<file path="config.mk">
export PLATFORM = sky130hd
export DESIGN_NAME = opsum_drain_arb
export DESIGN_NICKNAME = d
export VERILOG_FILES = /design/src/rtl/opsum_drain_pkg.sv /design/src/rtl/opsum_drain_arb_rr.sv /design/src/rtl/opsum_drain_arb.sv
export SDC_FILE = /design/constraint.sdc
export NUM_CORES = 1
export LEC_CHECK = 0
export BUFFER_PORTS_ARGS = -buffer_cell sky130_fd_sc_hd__buf_4
export CAP_MARGIN = 0
export CORE_ASPECT_RATIO = 1.5
export CORE_UTILIZATION = 35
export CTS_CLUSTER_DIAMETER = 120
export DETAILED_ROUTE_END_ITERATION = 7
export MAX_ROUTING_LAYER = met4
export SYNTH_ARGS = -nofsm -noshare
export SYNTH_HDL_FRONTEND = slang
export SYNTH_SLANG_ARGS = --single-unit
export TNS_END_PERCENT = 30
</file>
<file path="constraint.sdc">
create_clock -name clk -period 7 [get_ports clk]
set_input_delay 0.7 -clock clk [delete_from_list [all_inputs] [get_ports clk]]
set_output_delay 0.7 -clock clk [all_outputs]
set_load 0.02 [all_outputs]
</file>
<file path="src/rtl/opsum_drain_pkg.sv">
// Shared types and constants for the opsum drain controller.
package opsum_drain_pkg;

  typedef enum logic [2:0] {
    S_IDLE,
    S_ARB,
    S_POP,
    S_CAPT,
    S_WRITE,
    S_DONE
  } drain_state_e;

  localparam int PSUM_W = 16;
  localparam int GLB_DW = 32;

  localparam logic [3:0] WSTRB_LO  = 4'b0011;
  localparam logic [3:0] WSTRB_ALL = 4'b1111;

endpackage

</file>
<file path="src/rtl/opsum_drain_arb_rr.sv">
// Combinational round-robin picker; scans upward from ptr with wrap.
module rr_arbiter #(
  parameter  int NUM_CH = 4,
  localparam int IDX_W  = (NUM_CH > 1) ? $clog2(NUM_CH) : 1
) (
  input  logic [NUM_CH-1:0] req,
  input  logic [IDX_W-1:0]  ptr,
  output logic [NUM_CH-1:0] grant_oh,
  output logic [IDX_W-1:0]  grant_idx,
  output logic              grant_vld
);

  always_comb begin
    int c;
    c         = 0;
    grant_oh  = '0;
    grant_idx = '0;
    grant_vld = 1'b0;
    for (int i = 0; i < NUM_CH; i++) begin
      c = (int'(ptr) + i) % NUM_CH;
      if (!grant_vld && req[IDX_W'(c)]) begin
        grant_vld             = 1'b1;
        grant_idx             = IDX_W'(c);
        grant_oh[IDX_W'(c)]   = 1'b1;
      end
    end
  end

endmodule

</file>
<file path="src/rtl/opsum_drain_arb.sv">
// Round-robin drain of the opsum FIFO bank into the GLB write port.
module opsum_drain_arb
  import opsum_drain_pkg::*;
#(
  parameter int NUM_CH = 4,
  parameter int ADDR_W = 16,
  parameter int LEN_W  = 12
) (
  input  logic                     clk,
  input  logic                     rst,
  input  logic                     cfg_start,
  input  logic [LEN_W-1:0]         cfg_len,
  input  logic [NUM_CH*ADDR_W-1:0] cfg_base_addr,
  input  logic [NUM_CH-1:0]        fifo_empty,
  input  logic [NUM_CH-1:0]        fifo_ge2,
  output logic [NUM_CH-1:0]        fifo_pop_en,
  output logic                     fifo_pop_mod,
  input  logic [NUM_CH*32-1:0]     fifo_pop_data,
  output logic                     glb_we,
  input  logic                     glb_ready,
  output logic [ADDR_W-1:0]        glb_addr,
  output logic [31:0]              glb_wdata,
  output logic [3:0]               glb_wstrb,
  output logic                     busy,
  output logic                     done
);

  localparam int IDX_W = (NUM_CH > 1) ? $clog2(NUM_CH) : 1;

  drain_state_e state, state_nxt;

  logic [IDX_W-1:0]  rr_ptr;
  logic [IDX_W-1:0]  grant;
  logic [NUM_CH-1:0] grant_oh;
  logic              mode;
  logic [LEN_W-1:0]  remain [NUM_CH];
  logic [ADDR_W-1:0] off    [NUM_CH];
  logic [ADDR_W-1:0] base   [NUM_CH];

  logic [NUM_CH-1:0] elig;
  logic [NUM_CH-1:0] arb_oh;
  logic [IDX_W-1:0]  arb_idx;
  logic              arb_vld;
  logic [LEN_W-1:0]  rem_nxt;
  logic              last;
  logic [GLB_DW-1:0] slice;

  always_comb begin
    elig = '0;
    for (int c = 0; c < NUM_CH; c++) begin
      elig[c] = (remain[c] >= LEN_W'(2) && fifo_ge2[c]) ||
                (remain[c] == LEN_W'(1) && !fifo_empty[c]);
    end
  end

  rr_arbiter #(.NUM_CH(NUM_CH)) u_rr (
    .req       (elig),
    .ptr       (rr_ptr),
    .grant_oh  (arb_oh),
    .grant_idx (arb_idx),
    .grant_vld (arb_vld)
  );

  assign rem_nxt = remain[grant] - (mode ? LEN_W'(2) : LEN_W'(1));
  assign slice   = fifo_pop_data[int'(grant)*GLB_DW +: GLB_DW];

  // Drain is complete when the granted channel's post-write count and all others are zero.
  always_comb begin
    last = 1'b1;
    for (int c = 0; c < NUM_CH; c++) begin
      if (IDX_W'(c) == grant) begin
        if (rem_nxt != '0) last = 1'b0;
      end else if (remain[c] != '0) begin
        last = 1'b0;
      end
    end
  end

  always_ff @(posedge clk or posedge rst) begin
    if (rst) state <= S_IDLE;
    else     state <= state_nxt;
  end

  always_comb begin
    state_nxt = state;
    unique case (state)
      S_IDLE:  if (cfg_start)
                 state_nxt = (cfg_len == '0) ? S_DONE : S_ARB;
      S_ARB:   if (arb_vld) state_nxt = S_POP;
      S_POP:   state_nxt = S_CAPT;
      S_CAPT:  state_nxt = S_WRITE;
      S_WRITE: if (glb_ready)
                 state_nxt = last ? S_DONE : S_ARB;
      S_DONE:  state_nxt = S_IDLE;
      default: state_nxt = S_IDLE;
    endcase
  end

  always_ff @(posedge clk or posedge rst) begin
    if (rst) begin
      rr_ptr    <= '0;
      grant     <= '0;
      grant_oh  <= '0;
      mode      <= 1'b0;
      glb_addr  <= '0;
      glb_wdata <= '0;
      glb_wstrb <= '0;
      for (int c = 0; c < NUM_CH; c++) begin
        remain[c] <= '0;
        off[c]    <= '0;
        base[c]   <= '0;
      end
    end else begin
      unique case (state)
        S_IDLE: if (cfg_start) begin
          rr_ptr <= '0;
          for (int c = 0; c < NUM_CH; c++) begin
            remain[c] <= cfg_len;
            off[c]    <= '0;
            base[c]   <= cfg_base_addr[c*ADDR_W +: ADDR_W];
          end
        end
        S_ARB: if (arb_vld) begin
          grant    <= arb_idx;
          grant_oh <= arb_oh;
          mode     <= (remain[arb_idx] >= LEN_W'(2));
        end
        S_CAPT: begin
          glb_addr <= base[grant] + off[grant];
          if (mode) begin
            glb_wdata <= slice;
            glb_wstrb <= WSTRB_ALL;
          end else begin
            glb_wdata <= {{(GLB_DW-PSUM_W){1'b0}}, slice[PSUM_W-1:0]};
            glb_wstrb <= WSTRB_LO;
          end
        end
        S_WRITE: if (glb_ready) begin
          remain[grant] <= rem_nxt;
          off[grant]    <= off[grant] + 1'b1;
          rr_ptr        <= (grant == IDX_W'(NUM_CH-1)) ? '0 : grant + 1'b1;
        end
        default: ;
      endcase
    end
  end

  assign busy         = (state != S_IDLE);
  assign done         = (state == S_DONE);
  assign glb_we       = (state == S_WRITE);
  assign fifo_pop_en  = (state == S_POP) ? grant_oh : '0;
  assign fifo_pop_mod = (state == S_POP) && mode;

endmodule

</file>
==> results of run 1 <==
-- flip-flops by register name, summed over array words and instances, names as in the netlist --
register / flops
rr_ptr: 2
state: 3
glb_wstrb: 2
off: 64
base: 64
grant: 2
mode: 1
glb_addr: 16
grant_oh: 4
remain: 48
glb_wdata: 32
-- power by group --
group | switching [mW] | total (mW) | internal [mW] | leakage [nW]
Clock | 0.570 | 1.36 | 0.788 | 0.413
Combinational | 1.62 | 3.14 | 1.52 | 3.69
Sequential | 0.485 | 2.37 | 1.89 | 2.94
-- per-layer routing --
layer	up-vias	part of all wire	wire, um	track usage
met1	5231	0.41	16200	0.263
met3	77	0.046	1850	0.0253
met2	315	0.51	20300	0.373
met4	0	0.034	1370	0.0857
li1	4664	-	-	-
met5	-	0	0	-
-- Yosys cell counts, types with 15 or more instances --
library cell  count  share of area
xor2_1           20          0.014
nor2_1           49          0.014
inv_1            30         0.0087
ha_1             31          0.030
nand2_1         115          0.033
and2_1           15         0.0072
a22o_1           16          0.011
o21ai_0         101          0.039
mux2_2           84          0.073
nand3_1          23         0.0089
mux4_2           77           0.13
o22a_1           36          0.024
clkbuf_1         50          0.014
dfrtp_1         238           0.46
a21oi_1          56          0.022
-- area by class of cell --
class | instances | area share
clock buffer | 38 | 0.0469
clock inverter | 5 | 0.00399
inverter | 30 | 0.00714
multi-input combinational | 785 | 0.406
sequential | 238 | 0.366
tap | 478 | 0.0367
timing repair buffer | 288 | 0.133
-- final timing paths --
path                                    from            to
setup / recovery                    grant[0]  glb_addr[14]
hold / removal                           rst      base[55]
setup reg to reg                    grant[0]  glb_addr[14]
hold reg to reg                      off[20]       off[20]
max in group asynchronous                rst   grant_oh[0]
min in group clk           cfg_base_addr[44]      base[28]
-- cell families after synthesis --
| family | count (synthesis) |
|---|---|
| mux | 165 |
| compound gates | 271 |
| buf+inv | 96 |
| xor+xnor | 34 |
| fa+ha+maj | 33 |
| flops | 238 |
| simple gates | 282 |
-- through the flow --
stage	total power, mW	hold WS (ns)	worst slack, ns
2_1_floorplan	4.47	0.445	2.01
4_1_cts	6.94	0.343	2.71
3_5_place_dp	5.55	0.465	2.69
5_1_grt	7.28	0.352	2.44
3_3_place_gp	5.49	0.456	2.74
6_report	6.87	0.349	2.75
-- tightest hold or removal path, delay by kind of cell --
| kind | cells | cell delay, ns |
|---|---|---|
| buf+inv | 3 | 0.71 |
==> impl_metrics.env, run 1 <==
export IMPL_die_area_sq_um=37800
export IMPL_antenna_cells=0
export IMPL_yosys_area_share_simple=0.107
export IMPL_cp_start_kind="flop"
export IMPL_postCtsHoldBufs=0
export IMPL_reg2reg_setup_slack_ns=2.75
export IMPL_gp_congestion=0.928
export IMPL_ir_drop_v=0.000209
export IMPL_post_route_util=0.451
export IMPL_path_cells="mux4_2, ha_1, inv_1, fa_1, nor2b_1, o21ai_0, a21boi_0, o21a_1, o21ai_0, a211oi_1, o311a_1, or4_1, nand3_1"
export IMPL_cts_root_buf="clkbuf_16"
export IMPL_max_stage_delay_ns=0.98
export IMPL_die_h_um=238
export IMPL_core_rowCount=85
export IMPL_maxSlewViolCount=0
export IMPL_netlist_instances=1119
export IMPL_drtIter0Drc=742
export IMPL_hold_class="primary input to async pin"
export IMPL_post_cts_resized=0
export IMPL_ant_nets=0
export IMPL_cp_required_ns=7.49
export IMPL_synthAdderAreaFrac=0.0330
export IMPL_clk_pin_slew_ns=0.07
export IMPL_async_flop_share=1.00
export IMPL_layout_drive_gt1_share=0.374
export IMPL_ios=276
export IMPL_die_w_um=159
export IMPL_cts_tree="built"
export IMPL_insertion_delay_ns=0.56
export IMPL_setup_viol=0
export IMPL_final_area_sq_um=16300
export IMPL_synth_xor_area_share=0.0230
export IMPL_crit_family="compound AO/OA/AOI/OAI gates"
export IMPL_period_minus_slack_ns=4.25
export IMPL_final_period_utilization=0.607
export IMPL_initial_core_util=0.358
export IMPL_power_density_nw_per_um2=422
export IMPL_crit_top_cell="o21ai_0"
export IMPL_syn_area_sq_um=12900
export IMPL_critPathKind="flop to flop"
export IMPL_stdcell_count=1862
export IMPL_worst_slew_margin_rel=0.324
export IMPL_synth_mux_area_frac=0.213
export IMPL_seq_area_frac_synth=0.460
export IMPL_drtPass1Iterations=5
export IMPL_maxCapViolations=0
export IMPL_grt_first_pass_wirelength_mm=62.6
export IMPL_status="finished, final reports clean"
export IMPL_synth_top_family_by_area="multiplexers"
export IMPL_grt_usage=0.218
export IMPL_post_cts_buffers=0
export IMPL_syn2layout_area_growth_pct=25.8
export IMPL_fill_cells=3420
export IMPL_synth_compound_area_frac=0.133
export IMPL_path_buf_inv=1
export IMPL_wl_per_cell_um=21.3
export IMPL_wl_mm=39.7
export IMPL_critPathCaptureType="flop"
export IMPL_cp_slowest_cell="dfrtp_4"
export IMPL_layout_nets=1617
export IMPL_placed_area_sq_um=15500
export IMPL_reg2reg_depth=13
export IMPL_rsz0062_at_grt="false"
export IMPL_tightestPinTransition_ns=1.01
export IMPL_clock_sinks=238
export IMPL_vias=10300
export IMPL_ys_flop_type="dfrtp_1"
export IMPL_clock_path_buffers=3
export IMPL_synthDistinctLibCells=74
export IMPL_vias_per_cell=5.52
export IMPL_grt_max_degree=128
export IMPL_max_freq_mhz=235
export IMPL_final_common_cell="buf_4"
export IMPL_synth_nets=1368
export IMPL_post_dp_hpwl_mm=28.8
export IMPL_setup_tns_ns=0
export IMPL_p_leak_nw=7.05
export IMPL_syn_avg_cell_area_sq_um=11.6
export IMPL_dp_cells=1819
export IMPL_seqCellArea_sq_um=5960
export IMPL_cts_made_buffers=25
export IMPL_overflow=0
export IMPL_ys_ff_latch=238
export IMPL_critical_path_depth=13
export IMPL_layout_common_cells="buf_4 (287), dfrtp_1 (236), nand2_1 (114)"
export IMPL_skew_ns=0.0157
export IMPL_critPathMaxFanout=38
export IMPL_port_buffers=275
export IMPL_synth_edf_count=0
export IMPL_htreeDepth=1
export IMPL_hold_viol=0
export IMPL_core_area_sq_um=36200
export IMPL_arrival_ns=4.74
export IMPL_multi_input_area_sq_um=6610
export IMPL_drc=0
export IMPL_yosys_warnings=0
export IMPL_antenna_found_initial=0
export IMPL_grt_pass1_vias=10800
No activity file was read; power rests on OpenSTA's default activity.
==> run 2: changes to the inputs <==
==> constraint.sdc (replaced) <==
create_clock -name clk -period 3.74 [get_ports clk]
set_input_delay 0.374 -clock clk [delete_from_list [all_inputs] [get_ports clk]]
set_output_delay 0.374 -clock clk [all_outputs]
set_load 0.02 [all_outputs]
==> run 2 against run 1 <==
  * Flip-flop and latch count stayed put
  * Largest cell class unchanged
  * Count of clock-buffer cells in the layout is 3 lower
  * Combinational power is 100% higher
  * Cell count is 1.9% higher
  * Global-route usage is 0.37 points higher
  * Clock power is 94% higher
==> impl_metrics.env, run 2 (same netlist as run 1, synthesis figures left out) <==
export IMPL_rsz0062_at_grt="false"
export IMPL_worst_slew_margin_rel=0.313
export IMPL_vias=10500
export IMPL_insertion_delay_ns=0.56
export IMPL_largest_registers="base x64, off x64, remain x48"
export IMPL_cp_required_ns=4.14
export IMPL_pre_cts_slack_ns=0.0634
export IMPL_final_period_utilization=0.964
export IMPL_arrival_ns=4.00
export IMPL_clock_path_buffers=3
export IMPL_layout_common_cells="buf_4 (319), dfrtp_1 (236), nand2_1 (114)"
export IMPL_hold_viol=0
export IMPL_cts_made_buffers=26
export IMPL_cp_start_kind="flop"
export IMPL_wl_mm=40.1
export IMPL_grt_usage=0.222
export IMPL_maxCapViolations=0
export IMPL_ios=276
export IMPL_post_dp_hpwl_mm=29.9
export IMPL_p_total_mw=13.2
export IMPL_die_w_um=159
export IMPL_max_stage_delay_ns=0.60
export IMPL_initial_core_util=0.358
export IMPL_drtPass1Iterations=5
export IMPL_critPathCaptureType="flop"
export IMPL_antenna_found_initial=0
export IMPL_wl_per_cell_um=21.1
export IMPL_vias_per_cell=5.53
export IMPL_overflow=0
export IMPL_layout_nets=1654
export IMPL_skew_ns=0.0207
export IMPL_path_cells="or4_1, or4_4, and2_4, mux4_2, nor2b_4, o2111a_2, nor4b_4, mux2i_1"
export IMPL_syn2layout_area_growth_pct=28.7
export IMPL_gp_congestion=0.960
export IMPL_clk_pin_slew_ns=0.06
export IMPL_die_h_um=238
export IMPL_ant_nets=0
export IMPL_reg2reg_setup_slack_ns=0.14
export IMPL_core_rowCount=85
export IMPL_cts_tree="built"
export IMPL_ir_drop_v=0.000358
export IMPL_setup_tns_ns=0
export IMPL_drc=0
export IMPL_drtIter0Drc=717
export IMPL_grt_pass1_vias=10900
export IMPL_htreeDepth=1
export IMPL_grt_max_degree=89
export IMPL_critPathKind="flop to flop"
export IMPL_grt_first_pass_wirelength_mm=63.6
export IMPL_period_minus_slack_ns=3.60
export IMPL_fin_ws_ns=0.135
export IMPL_status="finished, final reports clean"
export IMPL_core_area_sq_um=36200
export IMPL_p_leak_nw=7.26
export IMPL_maxSlewViolCount=0
export IMPL_die_area_sq_um=37800
export IMPL_clock_sinks=238
export IMPL_final_common_cell="buf_4"
export IMPL_tightestPinTransition_ns=1.03
export IMPL_antenna_cells=0
export IMPL_port_buffers=275
export IMPL_post_cts_buffers=0
export IMPL_layout_drive_gt1_share=0.390
export IMPL_cts_root_buf="clkbuf_16"
export IMPL_hold_class="primary input to flop"
export IMPL_setup_viol=0
export IMPL_critPathMaxFanout=7
export IMPL_cp_slowest_cell="or4_1"
export IMPL_power_density_nw_per_um2=792
export IMPL_max_freq_mhz=277
export IMPL_hold_slack_ns=0.0475
[run 2: cell types whose count changed in the layout (fill, tap and decap cells not counted), moves of 2 or more]
cell / delta
buf_4: +32
o21ai_0: -2
clkbuf_8: -4
o21ai_1: +2
bufinv_16: +2
buf_12: +2
[run 2: critical path, delay by kind of cell (launching register included)]
kind | cells | cell delay, ns
flip-flops | 1 | 0.40
multiplexers | 2 | 0.93
AO/OA/AOI/OAI | 1 | 0.20
AND/OR/NAND/NOR | 5 | 1.93
[run 2: layer usage]
layer / up-vias / GRT usage / part of all wire
met5: - / - / 0
met4: 0 / 0.0673 / 0.024
met3: 56 / 0.0223 / 0.047
met2: 353 / 0.387 / 0.52
met1: 5352 / 0.271 / 0.41
li1: 4738 / - / -
[run 2: power breakdown]
part,internal [mW],switching (mW)
Sequential,3.53,0.750
Combinational,3.02,3.25
Clock,1.58,1.06
[run 2: path summary, 6_finish.rpt]
kind / startpoint / end / cells past startpoint
setup / recovery: remain[45] / grant[0] / 8
hold / removal: cfg_base_addr[52] / base[4] / 2
setup reg to reg: remain[45] / grant[0] / 8
hold reg to reg: off[45] / off[45] / 2
max in group asynchronous: rst / grant[1] / 4
min in group asynchronous: rst / base[7] / 3
[run 2: through the flow]
stage / util / std cells / area (sq um)
after detailed placement: 0.436 / 1854 / 15800
after CTS: 0.460 / 1898 / 16600
after global routing: 0.461 / 1898 / 16700
after global placement: 0.436 / 1854 / 15800
final: 0.461 / 1898 / 16700
after floorplan: - / 1119 / 13000
[run 2: area by class of cell]
class                      instances  area [sq um]
clock buffer                      35           734
sequential                       238          5960
fill                            3407         19500
clock inverter                     8           140
inverter                          30           116
multi-input combinational        785          6620
timing repair buffer             324          2490
tap                              478           598
[run 2: timing repair]
action,4_1_cts,5_1_grt
resized for setup,0,5
hold buffers,1,0
hold endpoints to repair,3,0
setup endpoints to repair,0,5
==> run 3: changes to the inputs <==
--- a/config.mk
+++ b/config.mk
@@ -11,6 +11,7 @@
 export CORE_UTILIZATION = 35
 export CTS_CLUSTER_DIAMETER = 120
 export DETAILED_ROUTE_END_ITERATION = 7
+export GPL_TIMING_DRIVEN = 0
 export MAX_ROUTING_LAYER = met4
 export SYNTH_ARGS = -nofsm -noshare
 export SYNTH_HDL_FRONTEND = slang
==> run 3 against run 2 <==
  * Die area stayed put
  * Clock skew decreased by 0.0056 ns
  * Critical path depth did not move
  * Global-route usage is 2.3 points higher
  * Hold slack improved by 0.0054 ns
  * Worst setup slack gained 0.00065 ns
  * Maximum frequency about the same
  * Sequential share of layout area is 0.61 points lower
  * Critical path type unchanged
  * Critical endpoint is now mode
  * Largest power group unchanged
  * Highest routed layer unchanged
==> impl_metrics.env, run 3 (same netlist as run 1, synthesis figures left out) <==
export IMPL_status="finished, final reports clean"
export IMPL_swShare=0.395
export IMPL_port_buffers=275
export IMPL_layout_drive_gt1_share=0.378
export IMPL_initial_core_util=0.358
export IMPL_post_dp_hpwl_mm=33.8
export IMPL_clk_pin_slew_ns=0.06
export IMPL_tightestPinTransition_ns=1.22
export IMPL_ant_nets=0
export IMPL_period_minus_slack_ns=3.60
export IMPL_vias=10600
export IMPL_fill_cells=3438
export IMPL_final_common_cell="buf_4"
export IMPL_critPathCaptureType="flop"
export IMPL_pwr_share_seq=0.313
export IMPL_layout_common_cells="buf_4 (293), dfrtp_1 (235), nand2_1 (115)"
export IMPL_cp_start_kind="flop"
export IMPL_layout_nets=1691
export IMPL_path_cells="or4_4, or4_4, and2_4, mux4_2, and2_1, o31ai_4, mux4_2, mux2_2"
export IMPL_maxCapViolations=0
export IMPL_critPathMaxFanout=5
export IMPL_placed_area_sq_um=15700
export IMPL_rsz0062_at_grt="false"
export IMPL_die_area_sq_um=37800
export IMPL_die_h_um=238
export IMPL_hold_class="primary input to flop"
export IMPL_final_area_sq_um=16900
export IMPL_power_density_nw_per_um2=798
export IMPL_grt_first_pass_wirelength_mm=68.6
export IMPL_pre_cts_slack_ns=-2.94
export IMPL_antenna_found_initial=0
export IMPL_power_switching_mw=5.34
export IMPL_ios=276
export IMPL_clkPwrFrac=0.190
export IMPL_p_leak_nw=7.32
export IMPL_die_w_um=159
export IMPL_setup_viol=0
export IMPL_fin_ws_ns=0.136
export IMPL_hold_viol=0
export IMPL_grt_usage=0.245
export IMPL_skew_ns=0.0151
export IMPL_clock_sinks=238
export IMPL_largest_registers="base x64, off x64, remain x48"
export IMPL_combPwrFrac=0.497
export IMPL_cp_slowest_cell="or4_4"
export IMPL_grt_pass1_vias=11400
export IMPL_wl_per_cell_um=22.7
export IMPL_power_internal_mw=8.17
export IMPL_wl_mm=44.0
export IMPL_post_route_util=0.468
export IMPL_arrival_ns=4.05
export IMPL_grt_max_degree=43
export IMPL_maxSlewViolCount=0
export IMPL_cts_tree="built"
export IMPL_final_period_utilization=0.964
export IMPL_core_area_sq_um=36200
export IMPL_syn2layout_area_growth_pct=30.8
export IMPL_cts_root_buf="clkbuf_16"
export IMPL_critPathKind="flop to flop"
export IMPL_max_freq_mhz=277
export IMPL_max_stage_delay_ns=0.56
export IMPL_hold_slack_ns=0.0529
export IMPL_cp_required_ns=4.18
export IMPL_drtIter0Drc=574
export IMPL_cts_made_buffers=25
export IMPL_core_rowCount=85
export IMPL_gp_congestion=0.949
export IMPL_ir_drop_v=0.000385
export IMPL_clock_path_buffers=3
export IMPL_drtPass1Iterations=7
export IMPL_drc=0
export IMPL_insertion_delay_ns=0.55
export IMPL_overflow=0
export IMPL_htreeDepth=1
export IMPL_vias_per_cell=5.46
export IMPL_worst_slew_margin_rel=0.180
## run 3: critical path: cells and delay by family, from the launching register on
kind             cells  cell delay [ns]
AO/OA/AOI/OAI        1             0.25
AND/OR/NAND/NOR      4             1.50
flip-flops           1             0.42
multiplexers         3             1.32
## run 3: cell type report
type | count | area (sq um) | share of cell area
antenna | 1 | 2.50 | 0.000148
buffer | 63 | 407 | 0.0240
clock buffer | 40 | 782 | 0.0462
clock inverter | 4 | 60.1 | 0.00355
inverter | 30 | 116 | 0.00687
multi-input combinational | 785 | 6680 | 0.394
sequential | 238 | 5960 | 0.352
tap | 478 | 598 | 0.0353
timing repair buffer | 299 | 2340 | 0.138
## run 3: metal layers
metal	wire, um	track usage	vias to the layer above
met4	1700	0.0964	0
met5	0	-	-
met1	18000	0.295	5324
met3	1750	0.0243	93
li1	-	-	4823
met2	22600	0.423	339
## run 3: worst paths after layout
path,cells past startpoint,end,start,slack (ns)
max,8,mode,remain[47],0.14
min,2,base[12],cfg_base_addr[60],0.05
max reg2reg,8,mode,remain[47],0.14
min reg2reg,2,off[16],off[16],0.48
max in group asynchronous,5,remain[29],rst,2.29
min in group asynchronous,3,glb_wdata[17],rst,0.53
## run 3: per-stage QoR
stage / instances / TNS (ns) / power, mW
6_report: 1938 / 0 / 13.5
5_1_grt: 1937 / 0 / 14.3
4_1_cts: 1935 / -0.0632 / 13.6
3_5_place_dp: 1878 / -235.58 / 10.7
3_3_place_gp: 1872 / -530.16 / 10.6
2_1_floorplan: 1119 / -12.64 / 8.37
## run 3: power groups by stage
stage               sequential (mW)  clock [mW]  combinational, mW
CTS                            4.21        2.63               6.74
global route                   4.33        2.71               7.22
floorplan                      4.31           0               4.06
detailed placement             4.26           0               6.42
finish                         4.23        2.57               6.72
global placement               4.23           0               6.34
## run 3: what timing repair did
| action | CTS | global route |
|---|---|---|
| pin swaps | 5 | 10 |
| hold buffers | 1 | 0 |
| hold endpoints to repair | 30 | 0 |
| setup endpoints to repair | 149 | 27 |
| setup buffers | 12 | 5 |
| gates resized for setup | 59 | 15 |
| gates cloned | 0 | 0 |
